<file path="config.mk">
export PLATFORM = sky130hd
export DESIGN_NAME = seg_scan_driver_flat
export DESIGN_NICKNAME = d
export VERILOG_FILES = /design/src/rtl/seg_pkg.sv /design/src/rtl/seg_scan_driver_if.sv /design/src/rtl/seg_scan_timer.sv /design/src/rtl/seg_scan_driver.sv /design/src/flat_wrapper.sv
export SDC_FILE = /design/constraint.sdc
export NUM_CORES = 1
export LEC_CHECK = 0
export CORE_MARGIN = 5
export CORE_UTILIZATION = 40
export DETAILED_ROUTE_END_ITERATION = 16
export HOLD_SLACK_MARGIN = 0.1
export SLEW_MARGIN = 10
export SYNTH_ARGS = -nofsm -noshare
export SYNTH_HDL_FRONTEND = slang
export SYNTH_SLANG_ARGS = --single-unit
</file>
<file path="constraint.sdc">
create_clock -name Clk100M -period 5.3 [get_ports Clk100M]
set_clock_uncertainty 0.05 [all_clocks]
set_input_delay 1.06 -clock Clk100M [delete_from_list [all_inputs] [get_ports Clk100M]]
set_output_delay 1.06 -clock Clk100M [all_outputs]
set_load 0.01 [all_outputs]
</file>
<file path="src/rtl/seg_pkg.sv">
// Shared seven-segment definitions: digit count, blank pattern, anode
// selects and the active-low segment encodings used by the display path.
package seg_pkg;

    localparam int NUM_DIGITS = 4;

    localparam logic [7:0] SEG_BLANK = 8'hFF;
    localparam logic [3:0] AN_OFF    = 4'b1111;

    // Anode select per digit position; digit 0 is the leftmost and uses An[3].
    localparam logic [3:0] AN_DIG0 = 4'b0111;
    localparam logic [3:0] AN_DIG1 = 4'b1011;
    localparam logic [3:0] AN_DIG2 = 4'b1101;
    localparam logic [3:0] AN_DIG3 = 4'b1110;

    // Letter patterns for the "LOSE" message (active-low, dp off).
    localparam logic [7:0] SEG_L = 8'hC7;
    localparam logic [7:0] SEG_O = 8'hC0;
    localparam logic [7:0] SEG_S = 8'h92;
    localparam logic [7:0] SEG_E = 8'h86;

    // Slot phase as seen by the output decode.
    typedef enum logic [1:0] {
        PH_BLANK,
        PH_LIT,
        PH_DARK
    } phase_t;

    // Decimal digit to active-low segment pattern, bit 7 = dp (kept off).
    function automatic logic [7:0] seg_digit(input logic [3:0] d);
        logic [7:0] p;
        case (d)
            4'd0:    p = 8'hC0;
            4'd1:    p = 8'hF9;
            4'd2:    p = 8'hA4;
            4'd3:    p = 8'hB0;
            4'd4:    p = 8'h99;
            4'd5:    p = 8'h92;
            4'd6:    p = 8'h82;
            4'd7:    p = 8'hF8;
            4'd8:    p = 8'h80;
            4'd9:    p = 8'h90;
            default: p = SEG_BLANK;
        endcase
        return p;
    endfunction

    // Scan index to active-low anode vector.
    function automatic logic [3:0] an_select(input logic [1:0] idx);
        logic [3:0] a;
        case (idx)
            2'd0:    a = AN_DIG0;
            2'd1:    a = AN_DIG1;
            2'd2:    a = AN_DIG2;
            default: a = AN_DIG3;
        endcase
        return a;
    endfunction

endpackage

</file>
<file path="src/rtl/seg_scan_driver_if.sv">
// Display-side bundle: scan controls and patterns in, anode/cathode drive out.
interface seg_scan_if;
    import seg_pkg::*;

    logic                  En;
    logic [2:0]            Bright;
    logic [7:0]            SegIn0;
    logic [7:0]            SegIn1;
    logic [7:0]            SegIn2;
    logic [7:0]            SegIn3;
    logic [NUM_DIGITS-1:0] An;
    logic [7:0]            Seg;
    logic                  FrameStart;

    // Pattern source / controller side.
    modport master (
        output En, Bright, SegIn0, SegIn1, SegIn2, SegIn3,
        input  An, Seg, FrameStart
    );

    // Scan driver side.
    modport slave (
        input  En, Bright, SegIn0, SegIn1, SegIn2, SegIn3,
        output An, Seg, FrameStart
    );
endinterface

</file>
<file path="src/rtl/seg_scan_timer.sv">
// Slot timer for the display scan: position within a digit slot, the digit
// being scanned, and the strobe marking the edge that latches a new frame.
module seg_scan_timer
    import seg_pkg::*;
#(
    parameter int DIGIT_CYCLES = 100000,
    parameter int CNT_W        = $clog2(DIGIT_CYCLES)
) (
    input  logic             clk_i,
    input  logic             rst_i,
    input  logic             en_i,
    output logic [1:0]       idx_o,
    output logic [CNT_W-1:0] slot_cnt_o,
    output logic             frame_latch_o
);

    logic [CNT_W-1:0] slot_cnt_q, slot_cnt_d;
    logic [1:0]       idx_q, idx_d;

    // Advance through the slot; at the last cycle move to the next digit.
    always_comb begin
        slot_cnt_d = slot_cnt_q;
        idx_d      = idx_q;
        if (!en_i) begin
            slot_cnt_d = '0;
            idx_d      = 2'd0;
        end else if (slot_cnt_q == CNT_W'(DIGIT_CYCLES - 1)) begin
            slot_cnt_d = '0;
            if (idx_q == 2'(NUM_DIGITS - 1)) begin
                idx_d = 2'd0;
            end else begin
                idx_d = idx_q + 2'd1;
            end
        end else begin
            slot_cnt_d = slot_cnt_q + CNT_W'(1);
        end
    end

    // Counter registers; reset parks the scan at frame start.
    always_ff @(posedge clk_i) begin
        if (rst_i) begin
            slot_cnt_q <= '0;
            idx_q      <= 2'd0;
        end else begin
            slot_cnt_q <= slot_cnt_d;
            idx_q      <= idx_d;
        end
    end

    assign frame_latch_o = en_i && (slot_cnt_q == '0) && (idx_q == 2'd0);
    assign idx_o         = idx_q;
    assign slot_cnt_o    = slot_cnt_q;

endmodule

</file>
<file path="src/rtl/seg_scan_driver.sv">
// Time-multiplexed four-digit scan with per-slot blanking guard and
// eight-level brightness. Patterns are shadowed once per frame so a digit
// set never tears mid-scan.
module seg_scan_driver
    import seg_pkg::*;
#(
    parameter int DIGIT_CYCLES = 100000,
    parameter int BLANK_CYCLES = 1000
) (
    input logic       Clk100M,
    input logic       Rst,
    seg_scan_if.slave bus
);

    localparam int ON_STEP = (DIGIT_CYCLES - BLANK_CYCLES) / 8;
    localparam int CNT_W   = $clog2(DIGIT_CYCLES);
    // One extra bit of headroom so BLANK + 8*ON_STEP (up to DIGIT_CYCLES) fits.
    localparam int LIM_W   = $clog2(DIGIT_CYCLES + 1);

    logic [CNT_W-1:0] slot_cnt;
    logic [1:0]       idx;
    logic             frame_latch;

    logic [7:0]       shadow_q [NUM_DIGITS];
    logic [7:0]       shadow_d [NUM_DIGITS];

    logic [LIM_W-1:0] slot_ext;
    logic [LIM_W-1:0] lit_end;
    phase_t           phase;

    logic [3:0]       an_q, an_d;
    logic [7:0]       seg_q, seg_d;
    logic             fs_q, fs_d;

    seg_scan_timer #(
        .DIGIT_CYCLES (DIGIT_CYCLES),
        .CNT_W        (CNT_W)
    ) u_timer (
        .clk_i         (Clk100M),
        .rst_i         (Rst),
        .en_i          (bus.En),
        .idx_o         (idx),
        .slot_cnt_o    (slot_cnt),
        .frame_latch_o (frame_latch)
    );

    // Capture a fresh pattern set only on the frame-start edge.
    always_comb begin
        shadow_d = shadow_q;
        if (frame_latch) begin
            shadow_d[0] = bus.SegIn0;
            shadow_d[1] = bus.SegIn1;
            shadow_d[2] = bus.SegIn2;
            shadow_d[3] = bus.SegIn3;
        end
    end

    // Shadow pattern registers.
    always_ff @(posedge Clk100M) begin
        if (Rst) begin
            for (int i = 0; i < NUM_DIGITS; i++) begin
                shadow_q[i] <= SEG_BLANK;
            end
        end else begin
            shadow_q <= shadow_d;
        end
    end

    // Lit window end scales with the live brightness setting.
    assign slot_ext = LIM_W'(slot_cnt);
    assign lit_end  = LIM_W'(BLANK_CYCLES)
                    + LIM_W'(ON_STEP) * LIM_W'({1'b0, bus.Bright} + 4'd1);

    // Classify the current slot position into blank / lit / dark.
    always_comb begin
        phase = PH_DARK;
        if (slot_ext < LIM_W'(BLANK_CYCLES)) begin
            phase = PH_BLANK;
        end else if (slot_ext < lit_end) begin
            phase = PH_LIT;
        end
    end

    // Next output values; anything but an enabled lit cycle is dark.
    always_comb begin
        an_d  = AN_OFF;
        seg_d = SEG_BLANK;
        fs_d  = frame_latch;
        if (bus.En && (phase == PH_LIT)) begin
            an_d  = an_select(idx);
            seg_d = shadow_q[idx];
        end
    end

    // Output registers; reset forces the display dark.
    always_ff @(posedge Clk100M) begin
        if (Rst) begin
            an_q  <= AN_OFF;
            seg_q <= SEG_BLANK;
            fs_q  <= 1'b0;
        end else begin
            an_q  <= an_d;
            seg_q <= seg_d;
            fs_q  <= fs_d;
        end
    end

    assign bus.An         = an_q;
    assign bus.Seg        = seg_q;
    assign bus.FrameStart = fs_q;

endmodule

</file>
<file path="src/flat_wrapper.sv">
// flat-port wrapper written by rule: the top's interface ports become plain ports
module seg_scan_driver_flat import seg_pkg::*;
#(
    parameter int DIGIT_CYCLES = 100000,
    parameter int BLANK_CYCLES = 1000
)
  (Clk100M, Rst, bus_En, bus_Bright, bus_SegIn0, bus_SegIn1, bus_SegIn2, bus_SegIn3, bus_An, bus_Seg, bus_FrameStart);
  seg_scan_if bus_i ();
  input logic Clk100M;
  input logic Rst;
  input wire logic [$bits(bus_i.En)-1:0] bus_En;
  input wire logic [$bits(bus_i.Bright)-1:0] bus_Bright;
  input wire logic [$bits(bus_i.SegIn0)-1:0] bus_SegIn0;
  input wire logic [$bits(bus_i.SegIn1)-1:0] bus_SegIn1;
  input wire logic [$bits(bus_i.SegIn2)-1:0] bus_SegIn2;
  input wire logic [$bits(bus_i.SegIn3)-1:0] bus_SegIn3;
  output wire logic [$bits(bus_i.An)-1:0] bus_An;
  output wire logic [$bits(bus_i.Seg)-1:0] bus_Seg;
  output wire logic [$bits(bus_i.FrameStart)-1:0] bus_FrameStart;
  assign bus_i.En = bus_En;
  assign bus_i.Bright = bus_Bright;
  assign bus_i.SegIn0 = bus_SegIn0;
  assign bus_i.SegIn1 = bus_SegIn1;
  assign bus_i.SegIn2 = bus_SegIn2;
  assign bus_i.SegIn3 = bus_SegIn3;
  assign bus_An = bus_i.An;
  assign bus_Seg = bus_i.Seg;
  assign bus_FrameStart = bus_i.FrameStart;
  seg_scan_driver #(.DIGIT_CYCLES(DIGIT_CYCLES), .BLANK_CYCLES(BLANK_CYCLES)) u_core (.Clk100M(Clk100M), .Rst(Rst), .bus(bus_i));
endmodule
</file>
Yosys cells after proc, flatten, opt, wreduce, memory -nomap -nowiden
Index checks and enable logic that the tools add are counted.

Input port bits: 38. Flip-flop bits (word level): 64. Logic and storage cells: 40. Output and inout port bits: 13.

Multipliers: 1. Multiplexer cells: 7. Reduce and logical (&&, ||, !) cells: 8. Bitwise operators: 3. Order comparisons: 3. Equal/unequal tests: 5. Add/sub/neg operators: 4.

Operators with widths (count): 10-bit by 17-bit adder with 17-bit output, first input constant (1); 17-bit by 1-bit adder with 17-bit output, second input constant (1); 17-bit equality test, second input constant (1); 17-bit logical NOT (1); 17-bit by 10-bit < comparator with 1-bit output, second input constant (1); 17-bit < comparator (1); 14-bit by 17-bit multiplier with 17-bit output, first input constant (1); 8-bit binary-select mux with 2-bit select (1); 8-bit two-way mux (2); 4-bit one-hot mux with 3 select lines (1); 2-bit two-way mux (3); 3-bit by 1-bit adder with 4-bit output, second input constant (1); 2-bit by 1-bit equality test with 1-bit output, second input constant (2); 2-bit equality test, second input constant (2); 2-bit OR reduction (2); 3-bit greater-or-equal comparator, second input constant (1); 1-bit logical AND (3); 2-bit inverter with 3-bit output (1); 3-bit OR reduction (1); 2-bit by 1-bit adder with 2-bit output, second input constant (1); 2-bit logical NOT (1); 1-bit inverter (2).

Logic depth before layout (Yosys ltp)
Gate-level depths: netlist of run 1.

Depth in word-level cells: 10. Gate-level depth with buffers: 20. Mapped depth without buffers: 19.

Modules after synthesis
A second synthesis of run 1 with hierarchy kept.

Cells, all modules: 395. Area, all modules: 3831.2 µm².

Modules (own cells, without submodules): seg_scan_driver (area an instance 2882.8 µm², times used 1, cells each 283, seq. area each 900.9 µm²); seg_scan_timer (area an instance 948.4 µm², times used 1, cells each 112, seq. area each 380.4 µm²).

Worst setup path after synthesis of run 1
No wires, ideal clock.

Path type: input -> register. Start point: input bus_Bright[0]. End point: register u_core.an_q[0] (netlist: u_core.bus.An[0]). Buffers on the path: 2. Required time: 5.117 ns. Setup time: 0.133 ns. Cell stages on the path: 18. Arrival time: 5.132 ns. Path slack: -0.015 ns. Cells stage by stage: buf_2 -> inv_1 -> ha_1 -> ha_1 -> inv_1 -> fa_1 -> inv_1 -> ha_1 -> ha_1 -> a21oi_1 -> o2111a_1 -> or4b_2 -> nand3_1 -> ha_1 -> and4_1 -> a211oi_1 -> clkbuf_1 -> nand3_1.

Cells in the longest elaborated chain, start to end: 10.

RTL lines: start, declared (line flat_wrapper.sv:12) `input wire logic [$bits(bus_i.Bright)-1:0] bus_Bright;`; 3-bit by 1-bit adder with 4-bit output (line seg_scan_driver.sv:72) `+ LIM_W'(ON_STEP) * LIM_W'({1'b0, bus.Bright} + 4'd1);`; 14-bit by 17-bit multiplier with 17-bit output (line seg_scan_driver.sv:72); 10-bit by 17-bit adder with 17-bit output (line seg_scan_driver.sv:72); 17-bit < comparator (line seg_scan_driver.sv:79) `end else if (slot_ext < lit_end) begin`; 2-bit two-way mux (line seg_scan_driver.sv:79); 2-bit two-way mux (line seg_scan_driver.sv:77) `if (slot_ext < LIM_W'(BLANK_CYCLES)) begin`; 2-bit by 1-bit equality test with 1-bit output (line seg_scan_driver.sv:89) `if (bus.En && (phase == PH_LIT)) begin`; 1-bit logical AND (line seg_scan_driver.sv:89); 1-bit inverter (no line); 2-bit OR reduction (no line); end signal, assigned (line seg_scan_driver.sv:102) `an_q <= an_d;`; end, declared (line seg_scan_driver.sv:31) `logic [3:0] an_q, an_d;`.

No other way between the ends. A chain may end at the register's enable or synchronous reset.

Worst setup path after layout of run 1
Start point: input bus_Bright[0]. End point: register u_core.seg_q[1] (netlist: u_core.bus.Seg[1]).

Cells in the longest elaborated chain, start to end: 10.

RTL lines: 3-bit by 1-bit adder with 4-bit output (line seg_scan_driver.sv:72); 14-bit by 17-bit multiplier with 17-bit output (line seg_scan_driver.sv:72); 10-bit by 17-bit adder with 17-bit output (line seg_scan_driver.sv:72); 17-bit < comparator (line seg_scan_driver.sv:79); 2-bit two-way mux (line seg_scan_driver.sv:79); 2-bit two-way mux (line seg_scan_driver.sv:77); 2-bit by 1-bit equality test with 1-bit output (line seg_scan_driver.sv:89); 1-bit logical AND (line seg_scan_driver.sv:89); 1-bit inverter (no line); 2-bit OR reduction (no line); end signal, assigned (line seg_scan_driver.sv:103) `seg_q <= seg_d;`; end, declared (line seg_scan_driver.sv:32) `logic [7:0] seg_q, seg_d;`.

No other way between the ends.

==> results of run 1 <==
[metal layers]
layer  part of all wire  wire length (um)  track usage  vias to the layer above
met5                  0                 0            0                        -
li1                   -                 -            -                     1688
met2               0.46              4440        0.266                       55
met4              0.011               105       0.0440                        0
met1               0.49              4740        0.240                     1590
met3              0.036               342       0.0384                        8
[worst paths after layout]
path	from	endpoint	slack (ns)	cells past startpoint
setup / recovery	bus_Bright[0]	u_core.bus.Seg[1]$_SDFF_PP1_	0.39	20
hold / removal	u_core.shadow_q[20]$_SDFFE_PP1P_	u_core.shadow_q[20]$_SDFFE_PP1P_	0.41	1
setup reg to reg	u_core.u_timer.slot_cnt_o[4]$_SDFF_PP0_	u_core.shadow_q[26]$_SDFFE_PP1P_	2.40	5
hold reg to reg	u_core.shadow_q[20]$_SDFFE_PP1P_	u_core.shadow_q[20]$_SDFFE_PP1P_	0.41	1
[cell usage after synthesis, types with 2 or more instances]
library cell / count / share of area
or3_1: 6 / 0.0094
mux4_2: 8 / 0.045
clkbuf_1: 16 / 0.015
a221oi_1: 2 / 0.0044
buf_2: 5 / 0.0062
nand4_1: 7 / 0.011
fa_1: 4 / 0.020
ha_1: 52 / 0.16
nor3_1: 6 / 0.0075
buf_6: 2 / 0.0056
nand2b_1: 3 / 0.0047
inv_1: 29 / 0.027
and3_1: 34 / 0.053
o211ai_1: 3 / 0.0056
o31ai_1: 2 / 0.0037
xnor2_1: 10 / 0.022
xor2_1: 12 / 0.026
nand3_1: 15 / 0.019
a211oi_1: 4 / 0.0075
or4_1: 2 / 0.0037
dfxtp_1: 64 / 0.32
nand2_1: 18 / 0.017
o21ai_0: 12 / 0.015
and4_1: 5 / 0.011
nand3b_1: 8 / 0.015
a211o_1: 32 / 0.070
nor2_1: 21 / 0.020
a21oi_1: 17 / 0.021
[stage by stage]
| step | setup WS (ns) | total power [mW] | instances | utilization | setup TNS [ns] |
|---|---|---|---|---|---|
| after global routing | 0.0993 | 1.40 | 631 | 0.517 | 0 |
| after CTS | 0.0748 | 1.32 | 628 | 0.512 | 0 |
| final | 0.392 | 1.31 | 631 | 0.517 | 0 |
| after floorplan | 0.0597 | 0.749 | 421 | - | 0 |
| after detailed placement | -0.287 | 0.882 | 612 | 0.491 | -3.29 |
| after global placement | -0.235 | 0.873 | 612 | 0.491 | -2.79 |
[logic make-up after synthesis]
group / count (synthesis) / share of synthesized area
flip-flops: 64 / 0.320
AO/OA/AOI/OAI: 79 / 0.147
XOR/XNOR: 22 / 0.0480
multiplexers: 10 / 0.0502
AND/OR/NAND/NOR: 137 / 0.198
buffers and inverters: 53 / 0.0558
adder cells (fa/ha/maj): 56 / 0.182
[what timing repair did]
item | CTS | global route
setup endpoints to repair | 0 | 12
resized for setup | 0 | 10
setup buffers | 0 | 2
hold buffers | 0 | 0
[state kept, by name, indices dropped and copies added, names as in the netlist]
signal and flops:
u_core.bus.An 4, u_core.bus.FrameStart 1, u_core.bus.Seg 8, u_core.shadow_q 32, u_core.u_timer.idx_o 2, u_core.u_timer.slot_cnt_o 17
[power by group through the flow]
stage          sequential, mW  clock [mW]  combinational, mW
3_3_place_gp            0.525           0              0.347
6_report                0.515       0.433              0.363
5_1_grt                 0.517       0.472              0.414
3_5_place_dp            0.526           0              0.356
2_1_floorplan           0.522           0              0.227
4_1_cts                 0.515       0.447              0.359
[final cells by class]
cell class | count | share of cell area
Clock buffer | 9 | 0.0245
Timing Repair Buffer | 85 | 0.153
Inverter | 29 | 0.0215
Clock inverter | 7 | 0.0153
Multi-Input combinational cell | 304 | 0.499
Sequential cell | 64 | 0.253
Tap cell | 133 | 0.0329
==> metrics.md, run 1 <==
| Metric | Value |
|---|---|
| Status | finished clean |
| P_leak | 2.21 nW |
| DR iter-0 viols | 123 |
| Synth async-reset ratio | 0 |
| Sequential area share after synthesis | 0.320 |
| RSZ-0062 raised after global routing | false |
| Top-Level Pins | 51 |
| CP required | 5.48 ns |
| Clock network fraction of design power | 0.330 |
| Internal cell power | 0.913 mW |
| Design Area, Final | 0.00506 mm2 |
| Area of placed instances | 0.00480 mm2 |
| First-pass GRT wire length | 16300 um |
| Cell family with most CP delay | adder cells |
| Pre-antenna DRT Iters | 4 |
| GRT Util Overall | 0.171 |
| Prevailing post-synth register cell | dfxtp_1 |
| Yosys Warn Count | 0 |
| NetSw | 0.399 mW |
| Clock slew at reported path FFs | 0.09 ns |
| Final WL | roughly 9600 um |
| Commonest non-fill, non-tap cells in the layout | dfxtp_1, ha_1, clkdlybuf4s50_1 |
| Reg area | 0.00128 mm2 |
| Final Hold Viols | 0 |
| Port buffer count | 50 |
| Count of flip-flops with a built-in enable after synthesis | 0 |
| CTS root buf | clkbuf_8 |
| Combinational Power Share | 0.277 |
| DR DRC count | 0 |
| Initial antenna violation count | 0 |
| Crit path time final | 4.91 ns |
| CTS Buf Count | 9 |
| Hold crit path type | register to register |
| CP bufs+invs | 4 |
| Clock Sinks | 64 |
| Layout cells sized above 1 | 0.141 |
| DR vias/cell | ~5.3 |
| Critical path launch point type | primary input |
| Multi-input gate area | 0.00252 mm2 |
| Crit Path Category | primary input to register |
| Crit share post-route | 0.926 |
| Most common cell after layout, fill and taps aside | dfxtp_1 |
| Antenna viol nets, final | 0 |
| Syn nets | 515 |
| Most Frequent Cell on Critical Path | ha_1 |
| Max clock buf depth | 2 |
| Initial Utilization | 0.410 |
| Slew at the pin closest to its max-slew limit | 1.07 ns |
| Avg WL per Cell | 15.3 um |
| Worst vdd ir | 156 uV |
| CORE AREA | around 0.0098 mm2 |
| Total number of vias | 3341 |
| Sw frac | 0.304 |
| Area growth syn-to-layout | 26.1% |
| CP max-delay cell | fa_1 |
| CP peak stage delay | 0.49 ns |
| Average cell area after synthesis | 9.53 um2 |
| Critical Path Fanout Max | 6 |
| F_max | 204 MHz |
| FILL cells | 940 |
| Final setup viols | 0 |
| Total of max-cap violations | 0 |
| Hpwl dp | between 7000 and 8000 um |
| CP Capture Type | register |
| Critical path cell sequence | dlymetal6s2s_1 > ha_2 > xor2_2 > ha_1 > inv_1 > fa_1 > inv_1 > ha_1 > ha_1 > fa_1 > a21oi_1 > o21ai_0 > o21ai_0 > xnor2_1 > ha_1 > nand2_1 > o21ai_0 > a211oi_2 > buf_4 > nand3b_1 |
| Height of the die | roughly 110 um |
| Die X | 110 um |
| Critical path arrival | 5.09 ns |
| Slew Viols, Final | 0 |
| Worst skew pair latency | between 0.3 and 0.4 ns |
| CTS tree | built |
| Post-Syn Instances | ~420 |
| Power per cell area | roughly 260 mW/mm2 |
| Htree depth | 3 |
| Placement Rows | 36 |
| Final nets | slightly below 600 |
| WHS | just over 0.4 ns |
| Full die area | 0.0121 mm2 |
| Largest net degree at the start of global routing | 36 |
| Final GP Congestion | between 0.8 and 0.9 |
| Worst rel slew slack | 0.283 |
| Sequential power share | 0.393 |
| GRT overflow | 0 |
| Mapped cell area | ~0.004 mm2 |
| Synth Register Bits | 64 |
| Antenna cells | 0 |
| Post-synth cell types | 50 |
| Vias in the first global route | roughly 3.3k |
No activity file was read; power rests on OpenSTA's default activity.
==> run 2, diff against run 1 <==
Settings changed: GPL_TIMING_DRIVEN set to 0, SYNTH_HIERARCHICAL set to 1.
==> metrics.md, run 2 <==
| Metric | Value |
|---|---|
| Status | finished clean (unchanged) |
| Critical path arrival | 5.20 ns (was 5.09 ns) |
| Max clock buf depth | 2 (unchanged) |
| Area growth syn-to-layout | 29.1% (was 26.1%) |
| Top cells by count, synth | dfxtp_1, ha_1, nor2b_1 (was dfxtp_1, ha_1, and3_1) |
| Final setup viols | 0 (unchanged) |
| Most common cell after layout, fill and taps aside | dfxtp_1 (unchanged) |
| Initial antenna violation count | 0 (unchanged) |
| Placement Rows | 35 (was 36) |
| DR iter-0 viols | 97 (was 123) |
| Util after Layout | 0.533 (was 0.517) |
| Die X | 108 um (was 110 um) |
| Crit share post-route | 0.948 (was 0.926) |
| CP Capture Type | register (unchanged) |
| CP peak stage delay | 0.51 ns (was 0.49 ns) |
| Full die area | 0.0116 mm2 (was 0.0121 mm2) |
| Htree depth | 3 (unchanged) |
| Prevailing post-synth register cell | dfxtp_1 (unchanged) |
| Synth async-reset ratio | 0 (unchanged) |
| Yosys Warn Count | 6 (was 0) |
| P_leak | 1.97 nW (was 2.21 nW) |
| Clock network fraction of design power | 0.385 (was 0.330) |
| Crit Path Category | primary input to register (unchanged) |
| Hold_buf cts | 0 (unchanged) |
| DR DRC count | 0 (unchanged) |
| Top-Level Pins | 51 (unchanged) |
| Final nets | 553 (was 587) |
| Syn nets | 483 (was 515) |
| Sequential power share | 0.379 (was 0.393) |
| Slew at the pin closest to its max-slew limit | 0.723 ns (was 1.07 ns) |
| Combinational Power Share | 0.237 (was 0.277) |
| Final WL | 9320 um (was 9630 um) |
| Total number of vias | 3072 (was 3341) |
| Internal cell power | 0.989 mW (was 0.913 mW) |
| GRT overflow | 0 (unchanged) |
| Critical path cell sequence | clkbuf_4 > ha_4 > xor2_4 > ha_4 > inv_2 > fa_1 > inv_1 > ha_4 > ha_4 > a31oi_2 > nor2_1 > nand3_1 > a311oi_2 > xor2_1 > ha_1 > a21oi_2 > nor2_1 > a211oi_2 > o2111ai_4 > buf_6 > or3_1 (was dlymetal6s2s_1 > ha_2 > xor2_2 > ha_1 > inv_1 > fa_1 > inv_1 > ha_1 > ha_1 > fa_1 > a21oi_1 > o21ai_0 > o21ai_0 > xnor2_1 > ha_1 > nand2_1 > o21ai_0 > a211oi_2 > buf_4 > nand3b_1) |
| Top-count cell post-synth | dfxtp_1 (unchanged) |
| Port buffer count | 50 (unchanged) |
| Vias in the first global route | 3145 (was 3318) |
| Hold crit path type | register to register (unchanged) |
| Sequential area share after synthesis | 0.334 (was 0.320) |
| Final setup TNS | 0 ns (unchanged) |
| Most Frequent Cell on Critical Path | ha_4 (was ha_1) |
| Critical Path Fanout Max | 5 (was 6) |
| Area of placed instances | 0.00449 mm2 (was 0.00480 mm2) |
| Worst rel slew slack | 0.518 (was 0.283) |
| Synth top area share | 0.334 (was 0.320) |
| GRT Util Overall | 0.167 (was 0.171) |
| CTS tree | built (unchanged) |
| Most area-consuming cells after synthesis | dfxtp_1, ha_1, a211o_1 (unchanged) |
| Design Area, Final | 0.00495 mm2 (was 0.00506 mm2) |
| Worst skew pair latency | 0.34 ns (about the same) |
| Average cell area after synthesis | 9.70 um2 (was 9.53 um2) |
| CP max-delay cell | fa_1 (unchanged) |
| Hpwl dp | 6750 um (was 7170 um) |
| CTS Buf Count | 9 (unchanged) |
| Critical path launch point type | primary input (unchanged) |
| Commonest non-fill, non-tap cells in the layout | dfxtp_1, clkdlybuf4s50_1, ha_1 (was dfxtp_1, ha_1, clkdlybuf4s50_1) |
| Top reg by flops | u_core/shadow_q (was u_core.shadow_q) |
| Power per cell area | 274 mW/mm2 (was 259 mW/mm2) |
| Max FFs per register | 32 (unchanged) |
| Layout cells sized above 1 | 0.151 (was 0.141) |
| Height of the die | 108 um (was 110 um) |
| Crit path time final | 5.02 ns (was 4.91 ns) |
| Count of flip-flops with a built-in enable after synthesis | 0 (unchanged) |
| CTS root buf | clkbuf_8 (unchanged) |
| Cell taking the most area after synthesis | dfxtp_1 (unchanged) |
| Antenna viol nets, final | 0 (unchanged) |
| Post-Place Worst Slack | -1.01 ns (was -0.287 ns) |
| PnR worst setup slack | 0.278 ns (was 0.392 ns) |
| Largest net degree at the start of global routing | 13 (was 36) |
| Antenna cells | 0 (unchanged) |
| Post-Syn Instances | 395 (was 421) |
| NetSw | 0.364 mW (was 0.399 mW) |
| F_max | 199 MHz (was 204 MHz) |
| Initial Utilization | 0.413 (was 0.410) |
| CP required | 5.47 ns (was 5.48 ns) |
| Final GP Congestion | 0.780 (was 0.822) |
| Final Hold Viols | 0 (unchanged) |
| Synth Register Bits | 64 (unchanged) |
| Mapped cell area | 0.00383 mm2 (was 0.00401 mm2) |
| DR vias/cell | 5.13 (was 5.29) |
| Avg WL per Cell | 15.6 um (was 15.3 um) |
| CORE AREA | 0.00928 mm2 (was 0.00977 mm2) |
| Pre-antenna DRT Iters | 4 (unchanged) |
| First-pass GRT wire length | 15400 um (was 16300 um) |
| Clock slew at reported path FFs | 0.07 ns (was 0.09 ns) |
| Post-synth cell types | 50 (unchanged) |
| Total of max-cap violations | 0 (unchanged) |
| Worst vdd ir | 157 uV (was 156 uV) |
| Clock Sinks | 64 (unchanged) |
| Slew Viols, Final | 0 (unchanged) |
| Sw frac | 0.269 (was 0.304) |
## run 2: cell families after synthesis
family,share of synthesized area
AND/OR/NAND/NOR,0.196
flip-flops,0.334
AO/OA/AOI/OAI,0.131
XOR/XNOR,0.0663
multiplexers,0.0496
buffers and inverters,0.0523
adder cells (fa/ha/maj),0.171
## run 2: what timing repair did
item | CTS | global route
resized for setup | 15 | 24
buffers inserted | 1 | 7
endpoints found under the setup margin | 12 | 12
pin swaps | 0 | 10
gates cloned | 0 | 1
## run 2: per-stage QoR
stage          hold slack (ns)  std cells  power [mW]
3_3_place_gp             0.424        574       0.801
4_1_cts                  0.449        591        1.35
3_5_place_dp             0.432        574       0.810
5_1_grt                  0.478        599        1.44
2_1_floorplan            0.400        395       0.725
6_report                 0.441        599        1.35
## run 2: per-layer routing
layer	global-route usage	vias up	share of wire
li1	-	1530	-
met1	0.213	1462	0.45
met2	0.274	68	0.49
met3	0.0396	12	0.048
met4	0.0586	0	0.013
met5	0	-	0
## run 2: worst max-delay path, delay by kind of cell
family	cells	cell delay (ns)
xor+xnor	2	0.36
compound gates	5	0.98
simple gates	4	0.60
fa+ha+maj	6	1.72
buf+inv	4	0.46
## run 2: cell type report
class | instances | area (um2)
clock inverter | 6 | 115
sequential | 64 | 1280
timing repair buffer | 59 | 559
fill | 880 | 4340
multi-input combinational | 286 | 2480
tap | 129 | 161
clock buffer | 10 | 138
buffer | 19 | 111
inverter | 26 | 101
## run 2: worst paths after layout
| check | startpoint | to | slack, ns | cells after the start |
|---|---|---|---|---|
| max | bus_Bright[1] | u_core/bus.An[2]$_SDFF_PP1_ | 0.28 | 21 |
| min | u_core/u_timer/slot_cnt_o[0]$_SDFF_PP0_ | u_core/u_timer/slot_cnt_o[0]$_SDFF_PP0_ | 0.44 | 1 |
| max reg2reg | u_core/u_timer/slot_cnt_o[8]$_SDFF_PP0_ | u_core/shadow_q[0]$_SDFFE_PP1P_ | 2.47 | 8 |
| min reg2reg | u_core/u_timer/slot_cnt_o[0]$_SDFF_PP0_ | u_core/u_timer/slot_cnt_o[0]$_SDFF_PP0_ | 0.44 | 1 |
## run 2: power by group through the flow
stage / registers [mW] / logic [mW] / clock network [mW]
floorplan: 0.520 / 0.205 / 0
global placement: 0.523 / 0.278 / 0
detailed placement: 0.523 / 0.287 / 0
CTS: 0.512 / 0.297 / 0.537
global route: 0.515 / 0.365 / 0.557
finish: 0.513 / 0.320 / 0.521
